**src/rtl/bcd_timekeeper.sv**
```systemverilog
`default_nettype none
// ============================================================================
// Module   : bcd_timekeeper
// Summary  : 24-hour BCD time-of-day counter with button-driven set modes and
//            an optional alarm, built when TIMEKEEPER_ALARM_EN is defined.
// Revision : 1.0 - initial release
// ============================================================================
module bcd_timekeeper #(
    parameter int TICKS_PER_SEC = 100000000
) (
    input  logic        clk,
    input  logic        reset,
    input  logic        btn_mode,
    input  logic        btn_inc,
    output logic [31:0] to_display,
    output logic [2:0]  mode,
    output logic        alarm
);

    localparam int                   c_PRESC_W    = (TICKS_PER_SEC > 1) ? $clog2(TICKS_PER_SEC) : 1;
    localparam logic [c_PRESC_W-1:0] c_PRESC_LAST = c_PRESC_W'(TICKS_PER_SEC - 1);

    localparam logic [2:0] c_RUN     = 3'd0;
    localparam logic [2:0] c_SET_HR  = 3'd1;
    localparam logic [2:0] c_SET_MIN = 3'd2;
`ifdef TIMEKEEPER_ALARM_EN
    localparam logic [2:0] c_ALM_HR  = 3'd3;
    localparam logic [2:0] c_ALM_MIN = 3'd4;
`endif

    logic [2:0]           r_state;
    logic [2:0]           w_state_next;
    logic [c_PRESC_W-1:0] r_presc;
    logic [7:0]           r_hh;
    logic [7:0]           r_mm;
    logic [7:0]           r_ss;
    logic                 w_tick;
    logic                 w_inc;
    logic                 w_leave_set_min;
    logic [7:0]           w_disp_hh;
    logic [7:0]           w_disp_mm;
    logic [7:0]           w_disp_ss;

    // Two-digit BCD increment that wraps to 00 after the given last value.
    function automatic logic [7:0] bcd_inc(input logic [7:0] v, input logic [7:0] last_val);
        if (v == last_val)
            return 8'h00;
        else if (v[3:0] == 4'd9)
            return {v[7:4] + 4'd1, 4'd0};
        else
            return {v[7:4], v[3:0] + 4'd1};
    endfunction

    // A mode press in the same cycle swallows any increment press.
    assign w_inc           = btn_inc && !btn_mode;
    assign w_tick          = (r_state == c_RUN) && (r_presc == c_PRESC_LAST);
    assign w_leave_set_min = btn_mode && (r_state == c_SET_MIN);

    always_ff @(posedge clk or posedge reset) begin
        if (reset)
            r_state <= c_RUN;
        else
            r_state <= w_state_next;
    end

    always_comb begin
        w_state_next = r_state;
        if (btn_mode) begin
            case (r_state)
                c_RUN:     w_state_next = c_SET_HR;
                c_SET_HR:  w_state_next = c_SET_MIN;
`ifdef TIMEKEEPER_ALARM_EN
                c_SET_MIN: w_state_next = c_ALM_HR;
                c_ALM_HR:  w_state_next = c_ALM_MIN;
                c_ALM_MIN: w_state_next = c_RUN;
`else
                c_SET_MIN: w_state_next = c_RUN;
`endif
                default:   w_state_next = c_RUN;
            endcase
        end
    end

    always_ff @(posedge clk or posedge reset) begin
        if (reset)
            r_presc <= '0;
        else if ((r_state != c_RUN) || w_tick)
            r_presc <= '0;
        else
            r_presc <= r_presc + c_PRESC_W'(1);
    end

    // Ticks only happen in RUN, so they never collide with the set-mode edits.
    always_ff @(posedge clk or posedge reset) begin
        if (reset) begin
            r_hh <= 8'h00;
            r_mm <= 8'h00;
            r_ss <= 8'h00;
        end else if (w_tick) begin
            r_ss <= bcd_inc(r_ss, 8'h59);
            if (r_ss == 8'h59) begin
                r_mm <= bcd_inc(r_mm, 8'h59);
                if (r_mm == 8'h59)
                    r_hh <= bcd_inc(r_hh, 8'h23);
            end
        end else begin
            if (w_inc && (r_state == c_SET_HR))
                r_hh <= bcd_inc(r_hh, 8'h23);
            if (w_inc && (r_state == c_SET_MIN))
                r_mm <= bcd_inc(r_mm, 8'h59);
            if (w_leave_set_min)
                r_ss <= 8'h00;
        end
    end

`ifdef TIMEKEEPER_ALARM_EN
    logic [7:0] r_alm_hh;
    logic [7:0] r_alm_mm;
    logic       r_armed;
    logic       r_alarm;
    logic       w_show_alarm;

    always_ff @(posedge clk or posedge reset) begin
        if (reset) begin
            r_alm_hh <= 8'h00;
            r_alm_mm <= 8'h00;
            r_armed  <= 1'b0;
            r_alarm  <= 1'b0;
        end else begin
            if (w_inc && (r_state == c_ALM_HR))
                r_alm_hh <= bcd_inc(r_alm_hh, 8'h23);
            if (w_inc && (r_state == c_ALM_MIN))
                r_alm_mm <= bcd_inc(r_alm_mm, 8'h59);
            if (w_inc && (r_state == c_RUN))
                r_armed <= ~r_armed;
            r_alarm <= (r_state == c_RUN) && r_armed &&
                       (r_hh == r_alm_hh) && (r_mm == r_alm_mm);
        end
    end

    assign w_show_alarm = (r_state == c_ALM_HR) || (r_state == c_ALM_MIN);
    assign w_disp_hh    = w_show_alarm ? r_alm_hh : r_hh;
    assign w_disp_mm    = w_show_alarm ? r_alm_mm : r_mm;
    assign w_disp_ss    = w_show_alarm ? 8'h00    : r_ss;
    assign alarm        = r_alarm;
`else
    assign w_disp_hh = r_hh;
    assign w_disp_mm = r_mm;
    assign w_disp_ss = r_ss;
    assign alarm     = 1'b0;
`endif

    assign mode       = r_state;
    assign to_display = {w_disp_hh, w_disp_mm, w_disp_ss, 4'h0, 1'b0, r_state};

endmodule
`default_nettype wire

```
**config.mk**
```make
export PLATFORM = sky130hd
export DESIGN_NAME = bcd_timekeeper
export DESIGN_NICKNAME = d
export VERILOG_FILES = /design/src/rtl/bcd_timekeeper.sv
export SDC_FILE = /design/constraint.sdc
export NUM_CORES = 1
export LEC_CHECK = 0
export BUFFER_PORTS_ARGS = -buffer_cell sky130_fd_sc_hd__buf_2
export CAP_MARGIN = 30
export CORE_MARGIN = 4
export CORE_UTILIZATION = 52
export CTS_BUF_LIST = sky130_fd_sc_hd__clkbuf_4 sky130_fd_sc_hd__clkbuf_8 sky130_fd_sc_hd__clkbuf_16
export DETAILED_ROUTE_END_ITERATION = 10
export PLACE_DENSITY = 0.8
export SLEW_MARGIN = 5
export SYNTH_ARGS = -nofsm -noshare
export SYNTH_HDL_FRONTEND = slang
export SYNTH_SLANG_ARGS = --single-unit
```
**constraint.sdc**
```tcl
create_clock -name clk -period 2.19 [get_ports clk]
set_input_delay 0.219 -clock clk [delete_from_list [all_inputs] [get_ports clk]]
set_output_delay 0.219 -clock clk [all_outputs]
set_load 0.01 [all_outputs]
```
# --- Yosys cells after proc, flatten, opt, wreduce, memory -nomap -nowiden ---
# Index checks and enable logic that the tools add are counted.
word_totals:
  register_bits: 54
  latchBits: 0
  mem_bits_rw: 0
  mem_bits_ro: 0
  inputBits: 4
  output_inout_bits: 36
  wordCells: 57
  memories: 0
op_classes:
  n_addsub: 7
  mul: 0
  div_mod_pow: 0
  order_cmp: 0
  n_eq_ne: 12
  shifts: 0
  n_mux: 17
  n_bitwise: 0
  reduce_logical: 15
op_table:
  columns: ["operator", "n"]
  rows:
  - ["$mux 8", 15]
  - ["$add 27x1->27 const B", 1]
  - ["$eq 27x27->1 const B", 1]
  - ["$mux 27", 1]
  - ["$add 4x1->4 const B", 6]
  - ["$eq 8x7->1 const B", 2]
  - ["$eq 4x4->1 const B", 3]
  - ["$eq 8x6->1 const B", 1]
  - ["$reduce_bool 2->1", 3]
  - ["$logic_and 1x1->1", 5]
  - ["$ne 2x1->1 const B", 2]
  - ["$pmux 2 s2", 1]
  - ["$reduce_and 2->1", 2]
  - ["$eq 3x1->1 const B", 1]
  - ["$eq 3x2->1 const B", 1]
  - ["$logic_not 3->1", 1]
  - ["$ne 3x1->1 const B", 1]
  - ["$reduce_and 3->1", 1]
  - ["$reduce_bool 3->1", 1]
  - ["$logic_not 1->1", 1]
  - ["$logic_or 1x1->1", 1]

# --- Longest topological paths before layout ---
depth:
  word_depth: 6
  depth_mapped: 8

# --- Worst setup path before layout ---
# No wires, ideal clock.
synth_timing:
  path_kind: "register to register"
  startpoint: "register r_presc[10]"
  endpoint: "register r_mm[2]"
  setup_ns: 0.125
  arrival_ns: 2.054
  setup_slack_ns: 0.012
  stages_incl_launch_ff: 6
  path_buffers: 0
  period_less_slack_ns: 2.178
  path_cell_list: "dfrtp_1 > or4b_4 > nor4_4 > nand4b_1 > a211oi_2 > mux2_2"
synth_between:
  elab_chain_len: 4
  elab_cells_between_ends: 6
  cone_classes: "eq/ne: 2; mux: 1; reduce/logical: 3"
synth_rtl:
  columns: ["element", "line", "text"]
  rows:
  - ["start: declaration", "33", "logic [c_PRESC_W-1:0] r_presc;"]
  - ["start signal: assignment", "90", "r_presc <= r_presc + c_PRESC_W'(1);"]
  - ["$eq 27x27->1 (*)", "56", "assign w_tick = (r_state == c_RUN) && (r_presc == c_PRESC_LAST);"]
  - ["$logic_and 1x1->1 (*)", "56", null]
  - ["$ne 2x1->1 (no line) or $reduce_bool 2->1 (tied branches)", null, null]
  - ["$reduce_and 2->1 (no line)", null, null]
  - ["end signal: assignment", "102", "r_mm <= bcd_inc(r_mm, 8'h59);"]
  - ["end signal: assignment", "110", "r_mm <= bcd_inc(r_mm, 8'h59);"]
  - ["end: declaration", "35", "logic [7:0] r_mm;"]
# Mark *: on every way between the ends. The rest lies on a longest branch, timed or not.
# A chain may end at the register's enable or synchronous reset.

# --- Final worst setup path ---
layout_timing:
  startpoint: "register r_presc[17]"
  endpoint: "register r_mm[0]"
# The elaborated chain is that of the path after synthesis.

==> results.tsv <==
metric	value	unit
vias after detailed routing	2446	
post-synthesis async set-or-reset flop share	1.000	
placed cell area	3377	um2
CTS HTree Levels	2	
clock network fraction of total power	0.238	
1st-pass router iterations	4	
antenna violations before repair	0	
Seq/Total Area, Yosys	0.4384	
Final Cycle Share	1.032	
Tmin final	2.259	ns
worst-skew pair later-pin latency	0.30	ns
cts hold-fix bufs	0	
finished layout cell area	3616	um2
relative slew slack	0.5578	
CTS Sinks	53	
CTS tree	built	
grt total ovfl	0	
most frequent cells in the layout	53 x dfrtp_1, 47 x nor2_1, 31 x buf_2	
most common cell after layout, fill and taps aside	dfrtp_1	
final total power	2.936	mW
failing checks	setup timing	
clock root buffer	clkbuf_8	
Max Slew Vio Count	0	
fin util	0.6487	
share of post-route cells with drive strength above 1	0.2647	
Finished Layout Cells	446	
RSZ-0062 raised after global routing	true	
pwr/cell area	812.1	nW/um2
Worst Setup Start Kind	flip-flop	
gpl congestion	0.8220	
Reg power frac	0.434	
FF+latch count, synth	53	
Mapped Area	3025	um2
Core Area	5574	um2
Net count, final	390	
synthesis-to-finish area growth	19.52	%
Max clock buf depth	2	
Final WS setup	-0.06910	ns
Final HPWL DP	4.345	mm
DR vias/cell	5.484	
row count	27	
vias in the first global route	2229	
number of CTS-inserted buffers	5	
CP endpoint kind	flip-flop	
# setup viols final	4	
Max Cap Viol	0	
Die ar.	7102	um2
combinational power share	0.328	
worst IR drop on VDD	0.4555	mV
DRT Wirelength	6.383	mm
Cell Int Power	1.949	mW
CP Max Fanout	4	
Worst-path clk slew	0.10	ns
clk_skew	0.01189	ns
syn_area_per_cell	9.604	um2
Fin. Hold Viols	0	
Routed WL per cell	14.31	um
leak pwr	1.650	nW
status	finished with violations	
IO buf count	31	
Post-synth EDFFs	0	
Initial Util	0.5428	
num ports	40	
Min-Delay Path Class	in -> async	
post-placement cell count	432	
Post-Syn Instances	315	
GRT Total Usage	0.1743	
critical path required time	2.39	ns
CP Data Arrival Time	2.46	ns
Inserted Diodes	0	
Die Y	84.28	um
Sw Share	0.3364	
P_sw	987.8	uW
Routed Antenna Nets	0	
Setup CP Type	reg -> reg	
Max Fclk	442.7	MHz
hold_ws	0.07068	ns
Remaining DRCs	0	
first-pass GRT wire length	10.34	mm
pin count of the biggest net entering global routing	54	
Yosys cell types	50	
worst slew pin tran	0.6633	ns
Chip Width	84.28	um
Filler cells	452	
ys flop type	dfrtp_1	
Yosys warning total	0	
1st-iter DRT viols	144	
metrics by stage:
step / setup WS, ns / setup TNS, ns
2_1_floorplan: 0.01156 / 0
3_3_place_gp: 0.01057 / 0
3_5_place_dp: -0.08472 / -0.1849
4_1_cts: -0.02756 / -0.05732
5_1_grt: -0.1841 / -1.148
6_report: -0.06910 / -0.2107
cells in the mapped netlist, drive strengths merged (3+ instances only):
cell type   n  share of area
nor2       48          0.060
inv        18          0.022
xor2        5          0.014
a21oi       5         0.0083
xnor2      22          0.064
nor4        7          0.019
nor3        8          0.015
o2bb2ai     3         0.0087
o21ai       5          0.011
and3        5          0.010
nand3      23          0.038
mux2       10          0.040
dfrtp      53           0.44
a211oi      3         0.0091
ha         13          0.054
nand4       7          0.014
nand3b      4         0.0099
o31ai       3         0.0074
buf        14          0.032
nand2b      3         0.0062
nand2      22          0.027
nor2b       3         0.0062
and4        4          0.012
worst max-delay path, cell delays in order (launching register included):
cell and delay, ns:
dfrtp_1 0.40, or4b_4 0.55, nor4_4 0.32, nand4b_1 0.27
a21oi_2 0.30, mux2_4 0.32
worst paths after layout:
kind,slack [ns],startpoint,endpoint,cells after the start
setup reg to reg,-0.07,r_presc[17],r_mm[0],5
min in group clk,0.16,btn_mode,mode[1],2
max in group asynchronous,1.66,reset,r_ss[4],3
hold / removal,0.07,reset,r_presc[24],3
setup / recovery,-0.07,r_presc[17],r_mm[0],5
hold reg to reg,0.49,r_hh[7],r_hh[7],1
per-layer routing:
layer | track usage | share of wire | wire length [um]
met5 | 0 | 0 | 0
met4 | 0.04825 | 0.016 | 103
met3 | 0.03042 | 0.039 | 247
met2 | 0.2891 | 0.50 | 3172
met1 | 0.2355 | 0.45 | 2859
sequential cells by signal, indices dropped and copies added (netlist names):
register / flops
r_ss: 8
r_hh: 8
r_presc: 27
mode: 2
r_mm: 8
power groups by stage:
stage	Combinational, mW	Sequential (mW)	Clock, mW
6_report	0.964	1.27	0.698
5_1_grt	1.06	1.30	0.753
4_1_cts	0.913	1.27	0.715
3_5_place_dp	0.903	1.29	0
3_3_place_gp	0.864	1.28	0
2_1_floorplan	0.514	1.33	0
cells by family after synthesis:
group / count (synthesis) / share of synthesized area
flops: 53 / 0.4384
mux: 11 / 0.04301
fa+ha+maj: 13 / 0.05376
buf+inv: 34 / 0.05707
compound gates: 28 / 0.06907
other cells: 1 / 0.001240
simple gates: 148 / 0.2593
xor+xnor: 27 / 0.07816
final cells by class:
class,count,area (um2),share of cell area
Sequential cell,53,1326,0.3668
Clock buffer,7,90.09,0.02491
Clock inverter,1,30.03,0.008304
Multi-Input combinational cell,235,1619,0.4477
Inverter,18,67.56,0.01869
Timing Repair Buffer,60,392.9,0.1087
Tap cell,72,90.09,0.02491
repair_timing:
action                     CTS  global route
setup endpoints to repair    7            22
pin swaps                    4             9
setup buffers                0             6
gates resized for setup      3            16
No activity file was read; power rests on OpenSTA's default activity.
